==> config.mk <==
export PLATFORM = sky130hd
export DESIGN_NAME = spi_cfg_frame_slave_flat
export DESIGN_NICKNAME = d
export VERILOG_FILES = /design/src/rtl/spi_cfg_frame_slave_pkg.sv /design/src/rtl/spi_cfg_frame_slave_if.sv /design/src/rtl/spi_cfg_frame_slave_pin_sync.sv /design/src/rtl/spi_cfg_frame_slave.sv /design/src/flat_wrapper.sv
export SDC_FILE = /design/constraint.sdc
export NUM_CORES = 1
export LEC_CHECK = 0
export CAP_MARGIN = 15
export CORE_ASPECT_RATIO = 1.25
export CORE_MARGIN = 2
export CORE_UTILIZATION = 50
export DETAILED_ROUTE_END_ITERATION = 8
export PLACE_DENSITY = 0.72
export SYNTH_ARGS = -nofsm -noshare
export SYNTH_HDL_FRONTEND = slang
export SYNTH_SLANG_ARGS = --single-unit
==> constraint.sdc <==
create_clock -name clock -period 2.95 [get_ports clock]
set_clock_uncertainty 0.15 [all_clocks]
set_input_delay 0.4425 -clock clock [delete_from_list [all_inputs] [get_ports clock]]
set_output_delay 0.4425 -clock clock [all_outputs]
set_load 0.02 [all_outputs]
==> src/rtl/spi_cfg_frame_slave_pkg.sv <==
// spi_cfg_pkg: shared state encoding, command constants and frame-length helper for the SPI config slave.
package spi_cfg_pkg;
  typedef enum logic [1:0] {IDLE, CMD, DATA, WAIT_CS} spi_cfg_state_e;
  localparam logic CMD_RD = 1'b1;
  localparam int SPI_CFG_MIN_DIV = 8;
  function automatic int cmd_len(input int asize);
    return 1 + asize;
  endfunction
endpackage

==> src/rtl/spi_cfg_frame_slave_if.sv <==
// spi_cfg_frame_slave_if: SPI pins plus the config register bus driven by the frame slave.
interface spi_cfg_frame_slave_if #(
  parameter int ASIZE = 15,
  parameter int DSIZE = 16
);
  logic spi_sclk;
  logic spi_cs_n;
  logic spi_mosi;
  logic spi_miso;
  logic spi_miso_oe;
  logic [ASIZE-1:0] reg_addr;
  logic [DSIZE-1:0] reg_wdata;
  logic reg_wr_en;
  logic reg_rd_en;
  logic [DSIZE-1:0] reg_rdata;
  logic busy;
  logic frame_err;
  modport slave (
    input spi_sclk, spi_cs_n, spi_mosi, reg_rdata,
    output spi_miso, spi_miso_oe, reg_addr, reg_wdata, reg_wr_en, reg_rd_en, busy, frame_err
  );
  modport master (
    output spi_sclk, spi_cs_n, spi_mosi, reg_rdata,
    input spi_miso, spi_miso_oe, reg_addr, reg_wdata, reg_wr_en, reg_rd_en, busy, frame_err
  );
endinterface

==> src/rtl/spi_cfg_frame_slave_pin_sync.sv <==
// spi_cfg_pin_sync: STAGES-deep synchronizer for one SPI pin with an extra flop for rise/fall detection.
module spi_cfg_pin_sync #(
  parameter int STAGES = 2,
  parameter logic INIT = 1'b0
) (
  input  logic clock,
  input  logic rst,
  input  logic i_pin,
  output logic o_level,
  output logic o_rise,
  output logic o_fall
);
  logic [STAGES:0] r_sync;
  always_ff @(posedge clock or posedge rst)
    if (rst) r_sync <= {(STAGES + 1){INIT}};
    else r_sync <= {r_sync[STAGES-1:0], i_pin};
  assign o_level = r_sync[STAGES-1];
  assign o_rise = r_sync[STAGES-1] & ~r_sync[STAGES];
  assign o_fall = ~r_sync[STAGES-1] & r_sync[STAGES];
endmodule

==> src/rtl/spi_cfg_frame_slave.sv <==
// spi_cfg_frame_slave: oversampled SPI mode-0 slave decoding {R/W, addr, data} frames onto the config register bus.
// SPI_CFG_BURST_EN: stay in DATA after each word, auto-incrementing reg_addr until cs_n rises.
module spi_cfg_frame_slave
  import spi_cfg_pkg::*;
#(
  parameter int ASIZE = 15,
  parameter int DSIZE = 16,
  parameter int SYNC_STAGES = 2
) (
  input logic clock,
  input logic rst,
  spi_cfg_frame_slave_if.slave bus
);
  localparam int CMD_LEN = cmd_len(ASIZE);
  localparam int CW = $clog2(1 + ASIZE + DSIZE) + 1;
  localparam int SW = (CMD_LEN > DSIZE) ? CMD_LEN : DSIZE;
  localparam logic [CW-1:0] CNT_CMD = CW'(CMD_LEN);
  localparam logic [CW-1:0] CNT_END = CW'(CMD_LEN + DSIZE);
  logic w_sclk_lvl, w_sclk_rise, w_sclk_fall;
  logic w_cs_lvl, w_cs_rise, w_cs_fall;
  logic w_mosi, w_mosi_rise, w_mosi_fall;
  logic w_unused;
  spi_cfg_pin_sync #(.STAGES(SYNC_STAGES), .INIT(1'b0)) u_sclk (
    .clock(clock), .rst(rst), .i_pin(bus.spi_sclk),
    .o_level(w_sclk_lvl), .o_rise(w_sclk_rise), .o_fall(w_sclk_fall)
  );
  spi_cfg_pin_sync #(.STAGES(SYNC_STAGES), .INIT(1'b1)) u_cs (
    .clock(clock), .rst(rst), .i_pin(bus.spi_cs_n),
    .o_level(w_cs_lvl), .o_rise(w_cs_rise), .o_fall(w_cs_fall)
  );
  spi_cfg_pin_sync #(.STAGES(SYNC_STAGES), .INIT(1'b0)) u_mosi (
    .clock(clock), .rst(rst), .i_pin(bus.spi_mosi),
    .o_level(w_mosi), .o_rise(w_mosi_rise), .o_fall(w_mosi_fall)
  );
  assign w_unused = ^{w_sclk_lvl, w_cs_lvl, w_mosi_rise, w_mosi_fall};
  spi_cfg_state_e r_state, w_next;
  logic [CW-1:0] r_cnt, w_cnt_nxt;
  logic [SW-2:0] r_sr;
  logic [SW-1:0] w_din;
  logic [ASIZE-1:0] r_addr;
  logic [DSIZE-1:0] r_wdata, r_tx;
  logic r_rd, r_word, r_wr_en, r_rd_en, r_err, r_oe, r_fresh;
  logic w_shift, w_cmd_end, w_word_end, w_wr, w_rd, w_err;
  // a cs_n rise in the same cycle as an sclk edge discards the sclk edge
  assign w_shift = (r_state == CMD || r_state == DATA) && w_sclk_rise && !w_cs_rise;
  assign w_cnt_nxt = r_cnt + 1'b1;
  assign w_din = {r_sr, w_mosi};
  assign w_cmd_end = w_shift && r_state == CMD && w_cnt_nxt == CNT_CMD;
  assign w_word_end = w_shift && r_state == DATA && w_cnt_nxt == CNT_END;
  always_comb begin
    w_next = r_state;
    w_wr = 1'b0;
    w_rd = 1'b0;
    w_err = 1'b0;
    if (w_cs_rise) begin
      w_next = IDLE;
      w_err = r_state == CMD || (r_state == DATA && !r_word);
    end else if (r_state == IDLE && w_cs_fall) begin
      w_next = CMD;
    end else if (w_cmd_end) begin
      w_next = DATA;
      w_rd = w_din[ASIZE] == CMD_RD;
    end else if (w_word_end) begin
`ifdef SPI_CFG_BURST_EN
      w_rd = r_rd;
`else
      w_next = WAIT_CS;
`endif
      w_wr = !r_rd;
    end
  end
  always_ff @(posedge clock or posedge rst)
    if (rst) r_state <= IDLE;
    else r_state <= w_next;
  always_ff @(posedge clock or posedge rst)
    if (rst) begin
      r_cnt <= '0;
      r_sr <= '0;
      r_addr <= '0;
      r_wdata <= '0;
      r_tx <= '0;
      r_rd <= 1'b0;
      r_word <= 1'b0;
      r_wr_en <= 1'b0;
      r_rd_en <= 1'b0;
      r_err <= 1'b0;
      r_oe <= 1'b0;
      r_fresh <= 1'b0;
    end else begin
      r_wr_en <= w_wr;
      r_rd_en <= w_rd;
      r_err <= w_err;
      if (r_state == IDLE && w_cs_fall) begin
        r_cnt <= '0;
        r_word <= 1'b0;
      end else if (w_shift) r_cnt <= w_word_end ? CNT_CMD : w_cnt_nxt;
      if (w_shift) r_sr <= w_din[SW-2:0];
      if (w_word_end) r_word <= 1'b1;
      if (w_cmd_end) begin
        r_addr <= w_din[ASIZE-1:0];
        r_rd <= w_din[ASIZE] == CMD_RD;
      end
`ifdef SPI_CFG_BURST_EN
      else if ((w_word_end && r_rd) || r_wr_en) r_addr <= r_addr + 1'b1;
`endif
      if (w_wr) r_wdata <= w_din[DSIZE-1:0];
      // the falling edge right after a load would skip the MSB, so it is swallowed
      if (r_rd_en) begin
        r_tx <= bus.reg_rdata;
        r_oe <= 1'b1;
        r_fresh <= 1'b1;
      end else if (w_sclk_fall && r_state == DATA && !w_cs_rise) begin
        r_fresh <= 1'b0;
        if (!r_fresh) r_tx <= r_tx << 1;
      end
      if (w_cs_rise) r_oe <= 1'b0;
    end
  assign bus.reg_addr = r_addr;
  assign bus.reg_wdata = r_wdata;
  assign bus.reg_wr_en = r_wr_en;
  assign bus.reg_rd_en = r_rd_en;
  assign bus.spi_miso_oe = r_oe;
  assign bus.spi_miso = r_oe && r_state == DATA && r_tx[DSIZE-1];
  assign bus.busy = r_state != IDLE;
  assign bus.frame_err = r_err;
endmodule

==> src/flat_wrapper.sv <==
// flat-port wrapper written by rule: the top's interface ports become plain ports
module spi_cfg_frame_slave_flat import spi_cfg_pkg::*;
#(
  parameter int ASIZE = 15,
  parameter int DSIZE = 16,
  parameter int SYNC_STAGES = 2
)
  (clock, rst, bus_spi_sclk, bus_spi_cs_n, bus_spi_mosi, bus_reg_rdata, bus_spi_miso, bus_spi_miso_oe, bus_reg_addr, bus_reg_wdata, bus_reg_wr_en, bus_reg_rd_en, bus_busy, bus_frame_err);
  spi_cfg_frame_slave_if #(.ASIZE(ASIZE), .DSIZE(DSIZE)) bus_i ();
  input logic clock;
  input logic rst;
  input wire logic [$bits(bus_i.spi_sclk)-1:0] bus_spi_sclk;
  input wire logic [$bits(bus_i.spi_cs_n)-1:0] bus_spi_cs_n;
  input wire logic [$bits(bus_i.spi_mosi)-1:0] bus_spi_mosi;
  input wire logic [$bits(bus_i.reg_rdata)-1:0] bus_reg_rdata;
  output wire logic [$bits(bus_i.spi_miso)-1:0] bus_spi_miso;
  output wire logic [$bits(bus_i.spi_miso_oe)-1:0] bus_spi_miso_oe;
  output wire logic [$bits(bus_i.reg_addr)-1:0] bus_reg_addr;
  output wire logic [$bits(bus_i.reg_wdata)-1:0] bus_reg_wdata;
  output wire logic [$bits(bus_i.reg_wr_en)-1:0] bus_reg_wr_en;
  output wire logic [$bits(bus_i.reg_rd_en)-1:0] bus_reg_rd_en;
  output wire logic [$bits(bus_i.busy)-1:0] bus_busy;
  output wire logic [$bits(bus_i.frame_err)-1:0] bus_frame_err;
  assign bus_i.spi_sclk = bus_spi_sclk;
  assign bus_i.spi_cs_n = bus_spi_cs_n;
  assign bus_i.spi_mosi = bus_spi_mosi;
  assign bus_i.reg_rdata = bus_reg_rdata;
  assign bus_spi_miso = bus_i.spi_miso;
  assign bus_spi_miso_oe = bus_i.spi_miso_oe;
  assign bus_reg_addr = bus_i.reg_addr;
  assign bus_reg_wdata = bus_i.reg_wdata;
  assign bus_reg_wr_en = bus_i.reg_wr_en;
  assign bus_reg_rd_en = bus_i.reg_rd_en;
  assign bus_busy = bus_i.busy;
  assign bus_frame_err = bus_i.frame_err;
  spi_cfg_frame_slave #(.ASIZE(ASIZE), .DSIZE(DSIZE), .SYNC_STAGES(SYNC_STAGES)) u_core (.clock(clock), .rst(rst), .bus(bus_i));
endmodule
==> results of run 1 <==
==> logic make-up after synthesis <==
logic type / after synthesis / share of synthesized area
fa+ha+maj: 5 / 0.0173
simple gates: 109 / 0.139
flops: 85 / 0.588
mux: 47 / 0.150
compound gates: 39 / 0.0691
buf+inv: 21 / 0.0318
xor+xnor: 2 / 0.00484
==> power by group <==
part           switching (mW)  internal [mW]  total (mW)
Clock                   0.406          0.472       0.878
Combinational          0.0894         0.0703       0.160
Sequential             0.0615           1.22        1.28
Total                   0.557           1.76        2.31
==> final timing paths <==
path | to | cells past startpoint | slack, ps | from
min in group asynchronous | u_core.r_tx[6] | 3 | 340 | rst
setup reg to reg | u_core.r_rd | 7 | 350 | u_core.r_cnt[0]
max in group asynchronous | u_core.u_cs.r_sync[2] | 3 | 1930 | rst
setup / recovery | u_core.r_rd | 7 | 350 | u_core.r_cnt[0]
hold / removal | u_core.u_mosi.r_sync[1] | 0 | 200 | u_core.u_mosi.r_sync[0]
hold reg to reg | u_core.u_mosi.r_sync[1] | 0 | 200 | u_core.u_mosi.r_sync[0]
==> state kept, by name, summed over array words and instances, names as in the netlist <==
signal / flops
u_core.bus.frame_err: 1
u_core.bus.reg_addr: 15
u_core.bus.reg_rd_en: 1
u_core.bus.reg_wdata: 16
u_core.bus.reg_wr_en: 1
u_core.bus.spi_miso_oe: 1
u_core.r_cnt: 6
u_core.r_fresh: 1
u_core.r_rd: 1
u_core.r_sr: 15
u_core.r_state: 2
u_core.r_tx: 16
u_core.r_word: 1
u_core.u_cs.r_sync: 3
u_core.u_mosi.r_sync: 2
u_core.u_sclk.r_sync: 3
==> cell usage in the layout (no fill, tap or decap), types with 2 or more instances in the layout <==
cell type                         count
sky130_fd_sc_hd__clkinv_2             2
sky130_fd_sc_hd__dfrtp_1             82
sky130_fd_sc_hd__bufinv_16            2
sky130_fd_sc_hd__and3_1               3
sky130_fd_sc_hd__nor2_1              11
sky130_fd_sc_hd__ha_1                 5
sky130_fd_sc_hd__buf_4                4
sky130_fd_sc_hd__o21ai_0             17
sky130_fd_sc_hd__and3_2               2
sky130_fd_sc_hd__clkdlybuf4s50_1     57
sky130_fd_sc_hd__mux2_2              23
sky130_fd_sc_hd__a21boi_0             2
sky130_fd_sc_hd__clkbuf_8             9
sky130_fd_sc_hd__dfstp_2              3
sky130_fd_sc_hd__nor3_1               3
sky130_fd_sc_hd__nand3b_1             3
sky130_fd_sc_hd__nand2_1             70
sky130_fd_sc_hd__nand3_1              4
sky130_fd_sc_hd__nor4_1               2
sky130_fd_sc_hd__o21a_1               2
sky130_fd_sc_hd__inv_1                5
sky130_fd_sc_hd__a31oi_1              2
sky130_fd_sc_hd__clkinvlp_4           2
sky130_fd_sc_hd__a21oi_1              3
sky130_fd_sc_hd__mux2_4               9
sky130_fd_sc_hd__mux2i_1             15
==> cell type report <==
cell class / count / share of cell area
multi-input cells: 202 / 0.309
well taps: 90 / 0.0251
clock inverters: 6 / 0.0198
inverters: 6 / 0.00530
flip-flops and latches: 85 / 0.475
clock buffers: 9 / 0.0276
repair buffers: 62 / 0.138
==> routing by layer <==
metal  vias to the layer above  share of wire  GRT usage
met5                         -              0          0
met4                         0          0.013     0.0626
met3                         9          0.051     0.0526
met2                        68           0.47      0.310
met1                      1244           0.46      0.268
li1                       1171              -          -
==> worst reg2reg max path, cell delays in order, from the launching register on <==
cell and delay [ps]:
sky130_fd_sc_hd__dfrtp_1 510, sky130_fd_sc_hd__ha_1 330, sky130_fd_sc_hd__a21oi_1 70, sky130_fd_sc_hd__o211a_1 220
sky130_fd_sc_hd__o31ai_1 370, sky130_fd_sc_hd__or2_1 160, sky130_fd_sc_hd__buf_4 290, sky130_fd_sc_hd__mux2_2 380
==> cells in the mapped netlist, types with 2 or more instances <==
master	number
sky130_fd_sc_hd__dfrtp_1	82
sky130_fd_sc_hd__nand2_1	70
sky130_fd_sc_hd__mux2_2	23
sky130_fd_sc_hd__o21ai_0	17
sky130_fd_sc_hd__mux2i_1	15
sky130_fd_sc_hd__nor2_1	11
sky130_fd_sc_hd__mux2_4	9
sky130_fd_sc_hd__clkbuf_1	6
sky130_fd_sc_hd__inv_1	6
sky130_fd_sc_hd__ha_1	5
sky130_fd_sc_hd__buf_2	4
sky130_fd_sc_hd__nand3_1	4
sky130_fd_sc_hd__a21oi_1	3
sky130_fd_sc_hd__and3_1	3
sky130_fd_sc_hd__dfstp_2	3
sky130_fd_sc_hd__nand3b_1	3
sky130_fd_sc_hd__nor3_1	3
sky130_fd_sc_hd__a21boi_0	2
sky130_fd_sc_hd__a31oi_1	2
sky130_fd_sc_hd__and3_2	2
sky130_fd_sc_hd__buf_1	2
sky130_fd_sc_hd__buf_6	2
sky130_fd_sc_hd__nor4_1	2
sky130_fd_sc_hd__o21a_1	2
==> results_tabular.tex, run 1 <==
\begin{tabular}{lr}
\hline
Metric & Value \\
\hline
\multicolumn{2}{l}{\textbf{Synthesis}} \\
Ranking of synthesized cells by area & sky130\_fd\_sc\_hd\_\_dfrtp\_1, sky130\_fd\_sc\_hd\_\_nand2\_1, sky130\_fd\_sc\_hd\_\_mux2\_2 \\
Sequential area share after synthesis & 0.588 \\
Dominant cell type by area after synthesis & sky130\_fd\_sc\_hd\_\_dfrtp\_1 \\
Yosys cell types & 51 \\
Yosys synthesis warning count & 0 \\
Main flop type after synthesis & sky130\_fd\_sc\_hd\_\_dfrtp\_1 \\
\#FFs+latches synth & 85 \\
Mapped Nets & 334 \\
Gate Count Post-Synth & 308 \\
Share of Yosys cell area claimed by the top area cell type & 0.566 \\
Total standard cell area after synthesis & 0.00362 sq mm \\
Number of enable-type register cells in the synthesized netlist & 0 \\
Share of flip-flops with an asynchronous set or reset after synthesis & 1.00 \\
Average instance area after synthesis & 11.8 sq um \\
\multicolumn{2}{l}{\textbf{Global routing}} \\
GRT Util Overall & 0.197 \\
Global route total overflow & 0 \\
Initial antenna violation count & 0 \\
Via count of the first global-routing pass & 2,545 \\
Largest net degree at the start of global routing & 86 \\
Wire length of the first global-routing pass & 12,200 um \\
\multicolumn{2}{l}{\textbf{Critical path}} \\
Delay of the slowest critical-path stage & 510 ps \\
Data required time of the critical path & 3030 ps \\
Critical-path maximum fanout & 17 \\
Largest delay share family, worst path & compound AO/OA/AOI/OAI gates \\
Critical path buffers and inverters & 1 \\
Element type at the critical path start & register \\
Class of the most critical setup path & reg -> reg \\
Data arrival time of the critical path & 2680 ps \\
Crit-path slowest cell & sky130\_fd\_sc\_hd\_\_dfrtp\_1 \\
Series of cell instances along the critical path & ha\_1 -> a21oi\_1 -> o211a\_1 -> o31ai\_1 -> or2\_1 -> buf\_4 -> mux2\_2 \\
Element type at the critical path end & register \\
\multicolumn{2}{l}{\textbf{Drt}} \\
Average vias per placed instance & 5.42 \\
Wire length per cell & 15.4 um \\
Count of vias placed by the detailed router & 2,492 \\
Initial DRC count & 86 \\
Wire length reported by the detailed router & 7100 um \\
Antenna Nets Post-Route & 0 \\
DRC & 0 \\
Number of search-and-repair iterations in the first detailed-routing pass & 4 \\
\multicolumn{2}{l}{\textbf{Run status}} \\
Run status & finished, final reports clean \\
\multicolumn{2}{l}{\textbf{Timing}} \\
Crit share post-route & 0.880 \\
Final period demand of the worst path & 2600 ps \\
Hold WS & 204 ps \\
Final max-slew violation count & 0 \\
Max-Slew Margin vs Limit & 0.686 \\
Final TNS setup & 0 ps \\
Final setup violation count & 0 \\
Fin. Hold Viols & 0 \\
Worst Max-Slew Pin Slew & 470 ps \\
Final worst setup slack & 354 ps \\
Fmax achieved & 0.385 GHz \\
RSZ-0062 raised after global routing & no \\
\multicolumn{2}{l}{\textbf{Cells and area}} \\
Ratio of cells with drive above 1 in the final layout & 0.173 \\
NumNets Final & 392 \\
Combined area of the multi-input logic cells & 0.00139 sq mm \\
Area taken by flip-flops and latches & 0.00213 sq mm \\
Final core utilization & 0.643 \\
Cell area after layout & 0.00449 sq mm \\
Filler-free cell count of the finished design & 460 \\
Signed area change from the synthesized netlist to the final layout & 23.8\% \\
Antenna diodes & 0 \\
FILL cells & 599 \\
\multicolumn{2}{l}{\textbf{Clocking}} \\
Worst skew pair latency & 350 ps \\
Clock transition at path regs & 90 ps \\
CTS tree & yes \\
Cell at the root of the clock tree & sky130\_fd\_sc\_hd\_\_clkbuf\_8 \\
CTS Buffer Depth & 2 \\
Number of buffers created by CTS & 9 \\
H-tree depth & 3 \\
TritonCTS sink count & 85 \\
Cells resized by post-CTS repair & 0 \\
Post-CTS Setup Bufs & 0 \\
Post-CTS Hold Buffers & 0 \\
\multicolumn{2}{l}{\textbf{Power and ir drop}} \\
IR drop worst, VDD & 0.342 mV \\
Post-route total power & 2.31 mW \\
Pleak & 2.15 nW \\
Pwr per Cell Area & 516 mW/mm\^{}2 \\
\multicolumn{2}{l}{\textbf{Die}} \\
IO Count & 58 \\
Y dimension of the die & 99.2 um \\
Core region area & 0.00698 sq mm \\
Floorplan die width & 80.1 um \\
Die Area & 0.00795 sq mm \\
Std-Cell Rows & 34 \\
Starting utilization of the core area & 0.519 \\
\multicolumn{2}{l}{\textbf{Placement}} \\
Cell area after placement & 0.00426 sq mm \\
Pre-CTS setup slack & 241 ps \\
Count of input and output buffers & 57 \\
Number of placed instances, taps included & 445 \\
Final weighted congestion of routability-driven global placement & 0.883 \\
Placed wire-length estimate & 4550 um \\
\multicolumn{2}{l}{\textbf{Worst hold path}} \\
Hold Crit Class & reg -> reg \\
\multicolumn{2}{l}{\textbf{Job}} \\
Max Cap Violations & 0 \\
\hline
\end{tabular}
Power figures use the tool's default switching activity.
==> inputs of run 2 (changes only) <==
--- a/config.mk
+++ b/config.mk
@@ -5,6 +5,7 @@
 export SDC_FILE = /design/constraint.sdc
 export NUM_CORES = 1
 export LEC_CHECK = 0
+export ABC_AREA = 1
 export CAP_MARGIN = 15
 export CORE_ASPECT_RATIO = 1.25
 export CORE_MARGIN = 2
==> run 2 against run 1 <==
Effect of this change:
- sequential share of layout area increased by 0.35 points
- sequential power about the same
- maximum frequency increased by 7.0%
- first-iteration DRC count increased by 59%
- count of clock-buffer cells in the layout increased by 1
- register-to-register slack improved by 460 ps
- highest routed layer unchanged
==> results_tabular.tex, run 2 <==
\begin{tabular}{lr}
\hline
Metric & Value \\
\hline
\multicolumn{2}{l}{\textbf{Die}} \\
Starting utilization of the core area & 0.514 (-0.00511) \\
Std-Cell Rows & 34 (unchanged) \\
Floorplan die width & 79.5 um (-0.76\%) \\
IO Count & 58 (unchanged) \\
Y dimension of the die & 98.4 um (-0.77\%) \\
Core region area & 0.00693 sq mm (-0.61\%) \\
Die Area & 0.00782 sq mm (-1.5\%) \\
\multicolumn{2}{l}{\textbf{Cells and area}} \\
Antenna diodes & 0 (unchanged) \\
Commonest non-fill, non-tap cell in the layout & sky130\_fd\_sc\_hd\_\_nand2\_1 \\
Final core utilization & 0.642 (-0.000747) \\
FILL cells & 562 (-6.2\%) \\
Combined area of the multi-input logic cells & 0.00120 sq mm (-14\%) \\
NumNets Final & 477 (+22\%) \\
Commonest cells after routing, fill and taps aside & sky130\_fd\_sc\_hd\_\_nand2\_1, sky130\_fd\_sc\_hd\_\_dfrtp\_1, sky130\_fd\_sc\_hd\_\_clkdlybuf4s50\_1 \\
Signed area change from the synthesized netlist to the final layout & 24.9\% \\
Ratio of cells with drive above 1 in the final layout & 0.0857 (-0.0873) \\
Area taken by flip-flops and latches & 0.00213 sq mm (unchanged) \\
\multicolumn{2}{l}{\textbf{Clocking}} \\
Cells resized by post-CTS repair & 0 (unchanged) \\
TritonCTS sink count & 85 (unchanged) \\
CTS tree & yes \\
Post-CTS Hold Buffers & 0 (unchanged) \\
Cell at the root of the clock tree & sky130\_fd\_sc\_hd\_\_clkbuf\_8 \\
Post-CTS Setup Bufs & 0 (unchanged) \\
Worst skew pair latency & 350 ps (about the same) \\
Number of buffers created by CTS & 9 (unchanged) \\
Clock transition at path regs & 80 ps (about the same) \\
CTS Buffer Depth & 2 (unchanged) \\
H-tree depth & 3 (unchanged) \\
\multicolumn{2}{l}{\textbf{Drt}} \\
DRC & 0 (unchanged) \\
Initial DRC count & 137 (+59\%) \\
Antenna Nets Post-Route & 0 (unchanged) \\
Wire length per cell & 13.0 um (-16\%) \\
Top sig layer & met4 \\
Number of search-and-repair iterations in the first detailed-routing pass & 4 (unchanged) \\
Average vias per placed instance & 4.98 (-8.0\%) \\
Count of vias placed by the detailed router & 2,716 (+9.0\%) \\
Detailed-route wire length on metal 1 & 3240 um (-1.2\%) \\
Routed length on met2 & 3530 um (+4.9\%) \\
Wire length reported by the detailed router & 7100 um (about the same) \\
Met3 WL & 295 um (-18\%) \\
\multicolumn{2}{l}{\textbf{Synthesis}} \\
Gate Count Post-Synth & 390 (+27\%) \\
Most frequent cell after synthesis & sky130\_fd\_sc\_hd\_\_nand2\_1 \\
Number of enable-type register cells in the synthesized netlist & 0 (unchanged) \\
Share of Yosys cell area claimed by the top area cell type & 0.576 (+0.00915) \\
Top cells by instance count after synthesis & sky130\_fd\_sc\_hd\_\_nand2\_1, sky130\_fd\_sc\_hd\_\_dfrtp\_1, sky130\_fd\_sc\_hd\_\_inv\_1, sky130\_fd\_sc\_hd\_\_nand3\_1, sky130\_fd\_sc\_hd\_\_o21ai\_0 \\
Ranking of synthesized cells by area & sky130\_fd\_sc\_hd\_\_dfrtp\_1, sky130\_fd\_sc\_hd\_\_nand2\_1, sky130\_fd\_sc\_hd\_\_nand3\_1 \\
Share of flip-flops with an asynchronous set or reset after synthesis & 1.00 (unchanged) \\
Main flop type after synthesis & sky130\_fd\_sc\_hd\_\_dfrtp\_1 \\
Mapped Nets & 416 (+25\%) \\
Sequential area share after synthesis & 0.598 (+0.00950) \\
Average instance area after synthesis & 9.14 sq um (-22\%) \\
Yosys synthesis warning count & 0 (unchanged) \\
Dominant cell type by area after synthesis & sky130\_fd\_sc\_hd\_\_dfrtp\_1 \\
Yosys cell types & 30 (-41\%) \\
Total standard cell area after synthesis & 0.00356 sq mm (-1.6\%) \\
\#FFs+latches synth & 85 (unchanged) \\
\multicolumn{2}{l}{\textbf{Critical path}} \\
Class of the most critical setup path & reg -> out \\
Element type at the critical path end & output port \\
Reg2reg setup slack & 810 ps (+460 ps) \\
Data required time of the critical path & 2360 ps (-670 ps) \\
Data arrival time of the critical path & 1830 ps (-850 ps) \\
Critical-path maximum fanout & 5 (-12) \\
Element type at the critical path start & register \\
\multicolumn{2}{l}{\textbf{Timing}} \\
Final setup violation count & 0 (unchanged) \\
RSZ-0062 raised after global routing & no \\
Final worst setup slack & 523 ps (+170 ps) \\
Final TNS setup & 0 ps (unchanged) \\
Final max-slew violation count & 0 (unchanged) \\
Max-Slew Margin vs Limit & 0.372 (-0.314) \\
Fmax achieved & 0.412 GHz (+7.0\%) \\
Hold WS & 200 ps (-3.43 ps) \\
Worst Max-Slew Pin Slew & 938 ps (+468 ps) \\
Crit share post-route & 0.823 (-0.0575) \\
Fin. Hold Viols & 0 (unchanged) \\
Final period demand of the worst path & 2430 ps (-170 ps) \\
\multicolumn{2}{l}{\textbf{Placement}} \\
Pre-CTS setup slack & 795 ps (+553 ps) \\
Count of input and output buffers & 57 (unchanged) \\
Final weighted congestion of routability-driven global placement & 0.749 (-15\%) \\
Placed wire-length estimate & 4880 um (+7.2\%) \\
\multicolumn{2}{l}{\textbf{Global routing}} \\
Wire length of the first global-routing pass & 12,600 um (+3.4\%) \\
Global route total overflow & 0 (unchanged) \\
Initial antenna violation count & 0 (unchanged) \\
Via count of the first global-routing pass & 2,794 (+9.8\%) \\
Largest net degree at the start of global routing & 42 (-51\%) \\
GRT Util Overall & 0.204 (+0.00729) \\
\multicolumn{2}{l}{\textbf{Worst hold path}} \\
Hold Crit Class & reg -> reg \\
\multicolumn{2}{l}{\textbf{Power and ir drop}} \\
Proportion of power drawn by combinational gates & 0.072 (+0.003) \\
Part of the total power dissipated in sequential elements & 0.537 (-0.015) \\
Net switching component of the power & 0.560 mW (+0.60\%) \\
Fraction of power spent switching nets & 0.240 (-0.000998) \\
Fraction of power consumed by the clock network & 0.391 (+0.012) \\
Pwr per Cell Area & 525 mW/mm\^{}2 (+1.8\%) \\
Pleak & 2.05 nW (-4.9\%) \\
Int Pwr & 1.78 mW (+1.2\%) \\
IR drop worst, VDD & 0.384 mV (+12\%) \\
\multicolumn{2}{l}{\textbf{Run status}} \\
Run status & finished, final reports clean \\
\multicolumn{2}{l}{\textbf{Job}} \\
Max Cap Violations & 0 (unchanged) \\
\hline
\end{tabular}
run 2: changes by cell type in the layout (fill, tap and decap cells not counted), moves of 9 or more:
cell / previous run / this run
sky130_fd_sc_hd__mux2i_1: 15 / 0
sky130_fd_sc_hd__nand3_1: 4 / 34
sky130_fd_sc_hd__mux2_4: 9 / 0
sky130_fd_sc_hd__inv_1: 5 / 39
sky130_fd_sc_hd__o21ai_1: 1 / 17
sky130_fd_sc_hd__mux2_2: 23 / 0
sky130_fd_sc_hd__nand2_1: 70 / 136
run 2: final cells by class:
cell class	instances	area share
sequential	85	0.479
multi-input combinational	250	0.269
timing repair buffer	64	0.143
inverter	41	0.0348
clock buffer	10	0.0309
tap	90	0.0253
clock inverter	5	0.0188
run 2: worst paths after layout:
path / cells past startpoint / to / from
worst min-delay path: 0 / u_core.u_mosi.r_sync[1] / u_core.u_mosi.r_sync[0]
worst max register to register: 11 / u_core.bus.reg_wdata[9] / u_core.r_state[0]
worst min register to register: 0 / u_core.u_mosi.r_sync[1] / u_core.u_mosi.r_sync[0]
max in group asynchronous: 3 / u_core.u_cs.r_sync[0] / rst
min in group asynchronous: 2 / u_core.bus.reg_addr[5] / rst
worst max-delay path: 5 / bus_spi_miso / u_core.r_state[0]
run 2: worst max-delay path: stages, from the launching register on:
cell and delay (ps):
sky130_fd_sc_hd__dfrtp_1 410, sky130_fd_sc_hd__inv_1 90, sky130_fd_sc_hd__ha_1 240, sky130_fd_sc_hd__nand2_1 70, sky130_fd_sc_hd__nor2_1 80, sky130_fd_sc_hd__clkdlybuf4s50_1 600
run 2: layer usage:
| layer | GRT usage | vias to the layer above |
|---|---|---|
| met4 | 0.0610 | 0 |
| met3 | 0.0490 | 4 |
| met1 | 0.280 | 1297 |
| met2 | 0.324 | 57 |
| li1 | - | 1358 |
| met5 | 0 | - |
run 2: cells by family (layout without fill, tap and decap cells):
group,Yosys count,after routing,synth area share
and+or+nand+nor,200,200,0.251
DFF,85,85,0.598
buffers and inverters,55,120,0.0663
AOI/OAI and AO/OA,45,45,0.0677
adders and majority gates,5,5,0.0176
run 2: power by group through the flow:
stage,clock network [mW],logic [mW],registers (mW)
floorplan,0,0.105,1.27
global placement,0,0.169,1.27
detailed placement,0,0.172,1.28
CTS,0.927,0.173,1.25
global route,0.975,0.196,1.26
finish,0.913,0.169,1.26
run 2: per-stage QoR:
step                total power, mW  area (sq um)  cells
floorplan                      1.37          3560    390
global placement               1.44          4230    530
detailed placement             1.45          4230    530
CTS                            2.35          4450    545
global route                   2.43          4450    545
finish                         2.34          4450    545
